File: src/rtl/io_result_collector_pkg.sv
`default_nettype none
// ============================================================================
// Module   : io_result_collector_pkg
// Purpose  : Shared widths and FSM encoding for the result collector.
// Revision : 1.0
// ============================================================================
package io_result_collector_pkg;

    localparam int WORD_W = 11;
    localparam int RES_W  = 64;
    localparam int WPR    = (RES_W + WORD_W - 1) / WORD_W;
    localparam int CNT_W  = 16;
    localparam int WIDX_W = $clog2(WPR);
    // Bits of the final word that carry payload; the rest must be zero pad
    localparam int LAST_W = RES_W - (WPR - 1) * WORD_W;

    typedef enum logic [1:0] {
        ST_IDLE    = 2'd0,
        ST_COLLECT = 2'd1,
        ST_DONE    = 2'd2
    } state_t;

endpackage
`default_nettype wire

File: src/rtl/io_word_assembler.sv
`default_nettype none
// ============================================================================
// Module   : io_word_assembler
// Purpose  : Packs FIFO words LSW-first into one entry and checks last-word pad.
// Revision : 1.0
// ============================================================================
module io_word_assembler
    import io_result_collector_pkg::*;
(
    input  logic              io_clk,
    input  logic              io_rst_n,
    input  logic              clr,
    input  logic              deq,
    input  logic [WORD_W-1:0] word,
    output logic [WIDX_W-1:0] widx,
    output logic              entry_stb,
    output logic [RES_W-1:0]  entry_data,
    output logic              pad_err
);

    localparam int BODY_W = (WPR - 1) * WORD_W;
    localparam logic [WIDX_W-1:0] C_LAST_IDX = WIDX_W'(WPR - 1);

    logic [BODY_W-1:0] r_body;
    logic [WIDX_W-1:0] r_widx;
    logic              w_last;

    assign w_last     = (r_widx == C_LAST_IDX);
    assign entry_stb  = deq && w_last;
    // The last word is used directly, so the entry is complete on its own deq
    assign entry_data = {word[LAST_W-1:0], r_body};
    assign pad_err    = entry_stb && (|word[WORD_W-1:LAST_W]);
    assign widx       = r_widx;

    always_ff @(posedge io_clk or negedge io_rst_n) begin
        if (!io_rst_n) begin
            r_widx <= '0;
            r_body <= '0;
        end else if (clr) begin
            r_widx <= '0;
            r_body <= '0;
        end else if (deq) begin
            r_widx <= w_last ? '0 : r_widx + 1'b1;
            for (int k = 0; k < WPR - 1; k++) begin
                if (r_widx == WIDX_W'(k))
                    r_body[k*WORD_W +: WORD_W] <= word;
            end
        end
    end

endmodule
`default_nettype wire

File: src/rtl/io_result_collector.sv
`default_nettype none
// ============================================================================
// Module   : io_result_collector
// Purpose  : Drains the accelerator output FIFO into 64-bit valid/ready entries.
// Revision : 1.0
// ============================================================================
module io_result_collector
    import io_result_collector_pkg::*;
(
    input  logic              io_clk,
    input  logic              io_rst_n,
    input  logic              start,
    input  logic [CNT_W-1:0]  expect_cnt,
    input  logic              out_fifo_rempty_n,
    input  logic [WORD_W-1:0] out_fifo_rdata,
    output logic              out_fifo_deq,
    output logic              res_valid,
    input  logic              res_ready,
    output logic [RES_W-1:0]  res_data,
    output logic [CNT_W-1:0]  res_count,
    output logic              done,
    output logic              fmt_err
);

    localparam logic [WIDX_W-1:0] C_LAST_IDX = WIDX_W'(WPR - 1);

    state_t             r_state;
    logic [CNT_W-1:0]   r_expect;
    logic [CNT_W-1:0]   r_res_count;
    logic [CNT_W-1:0]   r_asm_count;
    logic               r_done;
    logic               r_fmt_err;
    logic               r_res_valid;
    logic [RES_W-1:0]   r_res_data;

    logic               w_start_ok;
    logic               w_hs;
    logic               w_deq;
    logic               w_entry_stb;
    logic               w_pad_err;
    logic [WIDX_W-1:0]  w_widx;
    logic [RES_W-1:0]   w_entry;

    assign w_start_ok = start && (r_state != ST_COLLECT);
    assign w_hs       = r_res_valid && res_ready;
    // The last word may only be popped if the output register can take the entry
    assign w_deq      = (r_state == ST_COLLECT) && out_fifo_rempty_n &&
                        (r_asm_count < r_expect) &&
                        ((w_widx != C_LAST_IDX) || !r_res_valid || res_ready);

    io_word_assembler u_asm (
        .io_clk     (io_clk),
        .io_rst_n   (io_rst_n),
        .clr        (w_start_ok),
        .deq        (w_deq),
        .word       (out_fifo_rdata),
        .widx       (w_widx),
        .entry_stb  (w_entry_stb),
        .entry_data (w_entry),
        .pad_err    (w_pad_err)
    );

    always_ff @(posedge io_clk or negedge io_rst_n) begin
        if (!io_rst_n) begin
            r_state     <= ST_IDLE;
            r_expect    <= '0;
            r_res_count <= '0;
            r_asm_count <= '0;
            r_done      <= 1'b0;
            r_fmt_err   <= 1'b0;
        end else begin
            case (r_state)
                ST_IDLE, ST_DONE: begin
                    if (w_start_ok) begin
                        r_expect    <= expect_cnt;
                        r_res_count <= '0;
                        r_asm_count <= '0;
                        r_fmt_err   <= 1'b0;
                        if (expect_cnt == '0) begin
                            r_state <= ST_DONE;
                            r_done  <= 1'b1;
                        end else begin
                            r_state <= ST_COLLECT;
                            r_done  <= 1'b0;
                        end
                    end
                end
                ST_COLLECT: begin
                    if (w_entry_stb) begin
                        r_asm_count <= r_asm_count + 1'b1;
                        if (w_pad_err)
                            r_fmt_err <= 1'b1;
                    end
                    if (w_hs && (r_res_count < r_expect)) begin
                        r_res_count <= r_res_count + 1'b1;
                        if ((r_res_count + 1'b1) == r_expect) begin
                            r_state <= ST_DONE;
                            r_done  <= 1'b1;
                        end
                    end
                end
                default: r_state <= ST_IDLE;
            endcase
        end
    end

    always_ff @(posedge io_clk or negedge io_rst_n) begin
        if (!io_rst_n) begin
            r_res_valid <= 1'b0;
            r_res_data  <= '0;
        end else if (w_entry_stb) begin
            r_res_valid <= 1'b1;
            r_res_data  <= w_entry;
        end else if (w_hs) begin
            r_res_valid <= 1'b0;
        end
    end

    assign out_fifo_deq = w_deq;
    assign res_valid    = r_res_valid;
    assign res_data     = r_res_data;
    assign res_count    = r_res_count;
    assign done         = r_done;
    assign fmt_err      = r_fmt_err;

endmodule
`default_nettype wire

File: config.mk
export PLATFORM = sky130hd
export DESIGN_NAME = io_result_collector
export DESIGN_NICKNAME = d
export VERILOG_FILES = /design/src/rtl/io_result_collector_pkg.sv /design/src/rtl/io_word_assembler.sv /design/src/rtl/io_result_collector.sv
export SDC_FILE = /design/constraint.sdc
export NUM_CORES = 1
export LEC_CHECK = 0
export ABC_CLOCK_PERIOD_IN_PS = 3200
export CORE_MARGIN = 1
export CORE_UTILIZATION = 50
export DETAILED_ROUTE_END_ITERATION = 16
export PLACE_DENSITY = 0.77
export SYNTH_ARGS = -nofsm -noshare
export SYNTH_HDL_FRONTEND = slang
export SYNTH_SLANG_ARGS = --single-unit
File: constraint.sdc
create_clock -name io_clk -period 3.2 [get_ports io_clk]
set_input_delay 0.64 -clock io_clk [delete_from_list [all_inputs] [get_ports io_clk]]
set_output_delay 0.64 -clock io_clk [all_outputs]
set_load 0.1 [all_outputs]
# Word-level counts from Yosys, hierarchy flattened
# Index checks and enable logic that the tools add are counted.
# op_classes
add_sub_neg	3
multipliers	0
n_div	0
magnitude_cmp	2
n_eq_ne	15
shifts	0
mux	31
bitwise	0
reduce_logical	35
# ops
op	count
55-bit 2-to-1 mux	2
16-bit one-hot mux with 2 select lines	2
11-bit 2-to-1 mux	5
16-bit 2-to-1 mux	3
16-bit by 1-bit adder with 16-bit output (second input constant)	2
16-bit less-than comparator	2
16-bit equality test	1
16-bit logical NOT	1
2-bit nonzero test	8
2-bit by 1-bit != test with 1-bit output (second input constant)	6
2-bit AND reduction	6
1-bit 2-to-1 mux	9
3-bit 2-to-1 mux	3
3-bit AND reduction	3
1-bit logical AND	8
2-bit 2-to-1 mux	4
4-bit AND reduction	2
3-bit by 2-bit equality test with 1-bit output (second input constant)	2
3-bit equality test (second input constant)	2
1-bit one-hot mux with 2 select lines	2
2-bit one-hot mux with 2 select lines	1
2-bit OR reduction	2
3-bit by 1-bit adder with 3-bit output (second input constant)	1
3-bit by 1-bit equality test with 1-bit output (second input constant)	1
other kinds (7)	8
# word_totals
register_bits	175
latchBits	0
ramBits	0
mem_bits_ro	0
input_bits	32
n_memories	0

# Logic depth before layout (Yosys ltp)
# Gate-level depths: netlist of run 1.
# logic_depth
word_depth	9
depth_mapped	12
depth_no_buf	10

# By module
# A second synthesis of run 1 with hierarchy kept.
# unflattened
cells_unflattened	777
area_unflattened_um2	8744.6
# modules_own_cells
mod	n_inst	cells_per_inst	area_each_um2	seq_area_each_um2
io_result_collector	1	547	6018.3	2927.8
io_word_assembler	1	230	2726.4	1451.4

# Worst setup path after synthesis of run 1
# Ideal clock, no wire load.
# synth_path
path_kind	register -> output
from	reg r_expect[5]
to	out out_fifo_deq
t_arrival_ns	2.388
t_required_ns	2.560
setup_slack_ns	0.172
path_stages_with_launch	10
n_path_buf	1
cell_sequence	dfrtp_1 -> inv_1 -> ha_1 -> a21o_1 -> a21o_1 -> a21oi_1 -> a2bb2oi_1 -> buf_2 -> nand2_1 -> inv_1
# synth_between
elab_chain_len	3
# synth_rtl
item	line_no	text
start, declared	io_result_collector.sv:28	logic [CNT_W-1:0] r_expect;
start signal, assigned	io_result_collector.sv:75	r_expect <= expect_cnt;
16-bit less-than comparator	io_result_collector.sv:48	(r_asm_count < r_expect) &&
1-bit logical AND	io_result_collector.sv:47	assign w_deq = (r_state == ST_COLLECT) && out_fifo_rempty_n &&
1-bit logical AND	io_result_collector.sv:48	
end, declared	io_result_collector.sv:16	output logic out_fifo_deq,
# No other way between the ends.

# Final worst setup path of run 1
# Ends and elaborated chain as after synthesis.

==> flow_metrics.py, run 1 <==
metrics = {
    "outcome": {
        "result_of_the_run": "completed",
    },
    "placement": {
        "port-buffer-count": 115,
        "placed_cells": 1128,
        "post-place-ws_ns": 0.377,
        "detailed_place.area_um2": 9680,
        "final_weighted_congestion_of_routability_driven_global_placement": 0.885,
        "hpwlAfterDp_mm": 13.9,
    },
    "power_and_ir_drop": {
        "power_per_cell_area_nw_per_um2": 988,
        "total_power_after_layout_mw": 10.2,
        "total_leakage_power_nw": 4.91,
        "power.ir.vdd_worst_mv": 0.873,
    },
    "floorplan": {
        "die-area_um2": 17400,
        "die_h_um": 132,
        "die_w_um": 132,
        "count_of_pins_on_the_block_boundary": 116,
        "initial_utilization_pct": 50.9,
        "design.core.area_um2": 16500,
        "fp-row-count": 47,
    },
    "setup_path": {
        "worstRegToRegCells": 8,
        "timing.critical_path.arrival_ns": 2.41,
        "critical_path.cell_chain": "inv_1, ha_1, a21o_1, a21o_1, a21oi_1, a2bb2oi_1, nand2_1, inv_1, buf_12",
        "critical_path.n_buffers_inverters": 3,
        "crit_path_start_kind": "register",
        "timing_worst_setup_path_type": "reg -> out",
        "largest_fanout_on_the_critical_path": 3,
        "category_of_cells_accounting_for_the_largest_share_of_critical_path_delay": "compound AO/OA/AOI/OAI gates",
        "timing.reg2reg.setup_slack_ns": 0.31,
        "worstReg2RegStart": "res_count[15]",
        "r2r_end": "res_count[5]",
        "crit_path_max_incr_delay_ns": 0.36,
        "endpoint_kind": "output pin",
        "crit_slowest_cell": "dfrtp_1",
        "critical_path_required_time_ns": 2.56,
    },
    "drt": {
        "via_density_per_instance": 5.60,
        "firstDrtPassIters": 5,
        "vias": 6499,
        "drtIter0Drc": 374,
        "drcViolationCount": 0,
        "drt-total-wl_mm": 20.1,
        "detail-route-antenna-nets": 0,
        "routedWlPerCell_um": 17.3,
    },
    "timing": {
        "tightestPinTransition_ns": 0.604,
        "worst_path_setup_slack_after_routing_ns": 0.153,
        "minimum_clock_period_ns": 3.05,
        "final_max_slew_viol_count": 0,
        "clock_skew_ns": 0.0111,
        "setup_viol": 0,
        "period_share_pct": 95.2,
        "hold-worst-slack_ns": 0.190,
        "max_clock_freq_mhz": 328,
        "final-hold-violation-count": 0,
        "relSlewSlack_pct": 59.8,
        "setup_tns_ns": 0,
        "grt_setup_unrepaired": "no",
    },
    "synthesis": {
        "yosysWarningCount": 0,
        "dominantRegCellSynth": "dfrtp_1",
        "syn_avg_cell_area_um2": 10.4,
        "postSynthCellCount": 811,
        "synth_edf_count": 0,
        "synth_fp_nets": 877,
        "synth.yosys.seq_area_share_pct": 52.0,
        "synth.cell_area_um2": 8410,
        "synth_async_sr_flop_share_pct": 100,
        "yosys_register_bits": 175,
        "synth.distinct_cells": 60,
    },
    "finish": {
        "most-common-layout-cells": "dfrtp_1 (175), nand2_1 (122), buf_4 (111)",
        "area_growth_syn_to_layout_pct": 22.4,
        "post-route-cell-area_um2": 10300,
        "finalNonFillerCells": 1160,
        "design.final.nets": 993,
        "diodes": 0,
        "most_common_library_cell_in_the_layout_ignoring_fill_and_taps": "dfrtp_1",
        "post_route_cells_drive_above_1_share_pct": 23.4,
        "final_core_util_pct": 62.3,
    },
    "grt": {
        "grt_pass1_vias": 6114,
        "grt_max_degree": 74,
        "globalRouteTotalUtil_pct": 23.9,
        "antenna_found_initial": 0,
        "grt.overflow.total": 0,
        "grt_pass1_wl_mm": 32.3,
    },
    "cts": {
        "numCtsBuffers": 17,
        "ctsHtreeMaxLevel": 4,
        "path_clk_slew_ns": 0.07,
        "clkLatencyLatePin_ns": 0.44,
        "number_of_setup_buffers_added_after_cts": 0,
        "cts_max_path_buffers": 2,
        "root_buffer": "clkbuf_16",
        "cts_num_sinks": 175,
        "tritoncts_clock_tree": "done",
    },
    "hold_path": {
        "min-delay-path-class": "in -> async",
    },
    "flow_run": {
        "timing.max_cap.violations": 0,
    },
}
power by group:
group / total, mW / switching [mW] / internal (mW)
sequential: 3.43 / 0.483 / 2.94
clock: 2.14 / 1.00 / 1.13
combinational: 4.61 / 3.48 / 1.14
area by class of cell:
type	instances	area [µm²]
Sequential cell	175	4380
Inverter	24	90.1
Clock inverter	15	193
Fill cell	1328	6230
Timing Repair Buffer	145	1200
Multi-Input combinational cell	564	3730
Tap cell	220	275
Clock buffer	17	425
worst max path at each step:
| stage | start | end | slack, ns | depth (start not counted) |
|---|---|---|---|---|
| final | r_expect[5] | out_fifo_deq | 0.15 | 9 |
| after detailed placement | res_ready | r_asm_count[3] | 0.38 | 10 |
| after floorplan | r_expect[5] | out_fifo_deq | 0.17 | 9 |
| after CTS | r_expect[15] | res_count[5] | 0.09 | 9 |
| after global routing | r_expect[5] | out_fifo_deq | 0.04 | 9 |
| after global placement | res_ready | out_fifo_deq | 0.39 | 8 |
synth_stat cells (8+ instances only):
cell type,n,area (µm²)
a21oi_1,18,90.1
buf_2,8,40.0
clkbuf_1,33,124
dfrtp_1,175,4380
ha_1,34,425
inv_1,24,90.1
mux2_2,64,721
mux2i_1,9,90.1
nand2_1,123,462
nand2b_1,10,62.6
nand3_1,38,190
nand4_1,11,68.8
nor2_1,28,105
nor3_1,8,40.0
o21ai_0,97,485
o31ai_1,8,60.1
xnor2_1,11,96.3
xor2_1,8,70.1
registers in the layout, indices dropped and copies added (netlist names):
signal	count
done	1
res_data	64
r_asm_count	16
r_state	2
res_count	16
u_asm.widx	3
r_expect	16
u_asm.r_body	55
fmt_err	1
res_valid	1
layer usage:
layer | GRT usage [%] | vias up | share of wire [%]
met1 | 33.4 | 3180 | 46
met4 | 7.69 | 0 | 1.5
met5 | 0 | - | 0
li1 | - | 3108 | -
met2 | 36.4 | 189 | 47
met3 | 6.02 | 22 | 5.4
cell families (layout without fill, tap and decap cells):
family	after synthesis	in the layout	share of synthesized area, %
compound gates	172	172	12.3
xor+xnor	19	19	1.98
fa+ha+maj	34	34	5.06
buf+inv	72	201	3.73
flops	175	175	52.0
mux	73	73	9.64
simple gates	266	266	15.3
repair_timing:
item,CTS,global route
hold buffers,0,0
setup endpoints to repair,0,10
gates resized for setup,0,1
No activity file was read; power rests on OpenSTA's default activity.
==> run 2: changes to the inputs <==
--- a/config.mk
+++ b/config.mk
@@ -5,11 +5,12 @@
 export SDC_FILE = /design/constraint.sdc
 export NUM_CORES = 1
 export LEC_CHECK = 0
-export ABC_CLOCK_PERIOD_IN_PS = 3200
+export ABC_CLOCK_PERIOD_IN_PS = 3500
 export CORE_MARGIN = 1
 export CORE_UTILIZATION = 50
 export DETAILED_ROUTE_END_ITERATION = 16
 export PLACE_DENSITY = 0.77
+export SLEW_MARGIN = 40
 export SYNTH_ARGS = -nofsm -noshare
 export SYNTH_HDL_FRONTEND = slang
 export SYNTH_SLANG_ARGS = --single-unit
==> constraint.sdc (replaced) <==
create_clock -name io_clk -period 3.5 [get_ports io_clk]
set_input_delay 0.7 -clock io_clk [delete_from_list [all_inputs] [get_ports io_clk]]
set_output_delay 0.7 -clock io_clk [all_outputs]
set_load 0.1 [all_outputs]
==> flow_metrics.py, run 2 (synthesis gave the netlist of run 1 again) <==
metrics = {
    "timing": {
        "max_clock_freq_mhz": 317,
        "worst_path_setup_slack_after_routing_ns": 0.347,
        "relSlewSlack_pct": 53.6,
        "period_share_pct": 90.1,
        "grt_setup_unrepaired": "no",
        "setup_tns_ns": 0,
        "minimum_clock_period_ns": 3.15,
        "final-hold-violation-count": 0,
        "setup_viol": 0,
        "tightestPinTransition_ns": 0.697,
        "final_max_slew_viol_count": 0,
        "clock_skew_ns": 0.0122,
        "hold-worst-slack_ns": 0.296,
    },
    "setup_path": {
        "crit_start": "r_expect[9]",
        "timing.critical_path.arrival_ns": 2.45,
        "r2r_end": "r_state[0]",
        "crit_path_start_kind": "register",
        "critical_path_required_time_ns": 2.80,
        "worstRegToRegCells": 8,
        "worstReg2RegStart": "res_count[0]",
        "timing_worst_setup_path_type": "reg -> out",
        "timing.reg2reg.setup_slack_ns": 0.59,
        "endpoint_kind": "output pin",
        "largest_fanout_on_the_critical_path": 3,
    },
    "drt": {
        "routedWlPerCell_um": 17.1,
        "drcViolationCount": 0,
        "firstDrtPassIters": 4,
        "drtIter0Drc": 400,
        "via_density_per_instance": 5.61,
        "vias": 6442,
        "detail-route-antenna-nets": 0,
        "drt-total-wl_mm": 19.6,
    },
    "cts": {
        "tritoncts_clock_tree": "done",
        "numCtsBuffers": 17,
        "cts_max_path_buffers": 2,
        "post_cts_hold_buffer_count": 0,
        "number_of_setup_buffers_added_after_cts": 0,
        "path_clk_slew_ns": 0.07,
        "number_of_instances_resized_during_post_cts_repair": 0,
        "root_buffer": "clkbuf_16",
        "cts_num_sinks": 175,
        "clkLatencyLatePin_ns": 0.44,
        "ctsHtreeMaxLevel": 4,
    },
    "finish": {
        "post-route-cell-area_um2": 10100,
        "diodes": 0,
        "design.final.nets": 982,
        "flip_flop_count_of_the_largest_register_all_copies_and_words_added": 64,
        "final_core_util_pct": 60.9,
        "most_common_library_cell_in_the_layout_ignoring_fill_and_taps": "dfrtp_1",
        "area_growth_syn_to_layout_pct": 19.6,
        "post_route_cells_drive_above_1_share_pct": 22.4,
        "most-common-layout-cells": "dfrtp_1 (175), nand2_1 (122), o21ai_0 (97)",
    },
    "floorplan": {
        "count_of_pins_on_the_block_boundary": 116,
        "fp-row-count": 47,
        "die_h_um": 132,
        "die-area_um2": 17400,
        "initial_utilization_pct": 50.9,
        "design.core.area_um2": 16500,
        "die_w_um": 132,
    },
    "grt": {
        "gr-usage-met3_pct": 5.32,
        "grt.met1_usage_pct": 34.1,
        "grt_max_degree": 87,
        "grt_pass1_vias": 6154,
        "antenna_found_initial": 0,
        "gr-usage-met2_pct": 36.2,
        "grt.overflow.total": 0,
        "grt_pass1_wl_mm": 32.7,
        "top_usage_layer": "met2",
        "globalRouteTotalUtil_pct": 23.9,
    },
    "placement": {
        "port-buffer-count": 115,
        "final_weighted_congestion_of_routability_driven_global_placement": 0.882,
        "detailed_place.area_um2": 9450,
        "post-place-ws_ns": 0.541,
        "hpwlAfterDp_mm": 13.6,
    },
    "hold_path": {
        "min-delay-path-class": "in -> async",
    },
    "outcome": {
        "result_of_the_run": "completed",
    },
    "flow_run": {
        "timing.max_cap.violations": 0,
    },
    "power_and_ir_drop": {
        "total_leakage_power_nw": 4.83,
        "power_per_cell_area_nw_per_um2": 906,
        "power.ir.vdd_worst_mv": 0.670,
    },
}
## run 2: cell types whose count changed in the layout (fill, tap and decap cells not counted)
cell / delta
buf_12: +1
buf_2: +63
buf_4: -75
buf_6: -1
bufinv_16: +1
clkbuf_8: +2
clkinv_2: +1
clkinv_8: -2
clkinvlp_4: +1
inv_6: +3
inv_8: -5
nor2_1: +1
nor2_2: -1
## run 2: worst max-delay path by stage
stage / slack, ns / end / cells past startpoint
after floorplan: 0.41 / out_fifo_deq / 9
after global placement: 0.56 / r_asm_count[5] / 10
after detailed placement: 0.54 / r_asm_count[5] / 10
after CTS: 0.36 / out_fifo_deq / 9
after global routing: 0.21 / out_fifo_deq / 9
final: 0.35 / out_fifo_deq / 9
## run 2: worst max-delay path, cell delays in order (launching register included)
cell and delay (ns):
dfrtp_1 0.38, inv_1 0.10, ha_1 0.32, a21o_1 0.18
a21o_1 0.17, a21o_1 0.17, a2bb2oi_1 0.21, nand2_1 0.13
inv_1 0.17, buf_12 0.20
## run 2: stage by stage
| stage | std cells | power [mW] |
|---|---|---|
| after CTS | 1149 | 9.17 |
| after detailed placement | 1117 | 7.19 |
| after global placement | 1117 | 7.41 |
| final | 1149 | 9.11 |
| after floorplan | 811 | 6.40 |
| after global routing | 1149 | 9.51 |
## run 2: where the power goes
part,internal (mW),leakage [nW],switching [mW]
Clock,1.10,0.299,0.852
Sequential,2.69,2.22,0.430
Combinational,0.859,2.31,3.18
## run 2: final cells by class
cell class              count  area, µm²
fillers                  1338       6460
flip-flops and latches    175       4380
multi-input cells         564       3730
repair buffers            134        980
clock buffers              18        439
well taps                 220        275
clock inverters            14        173
inverters                  24       90.1
## run 2: routing by layer
layer | share of wire (%) | routed length [µm]
met4 | 1.6 | 319
met1 | 47 | 9180
met5 | 0 | 0
met2 | 47 | 9160
met3 | 4.9 | 955
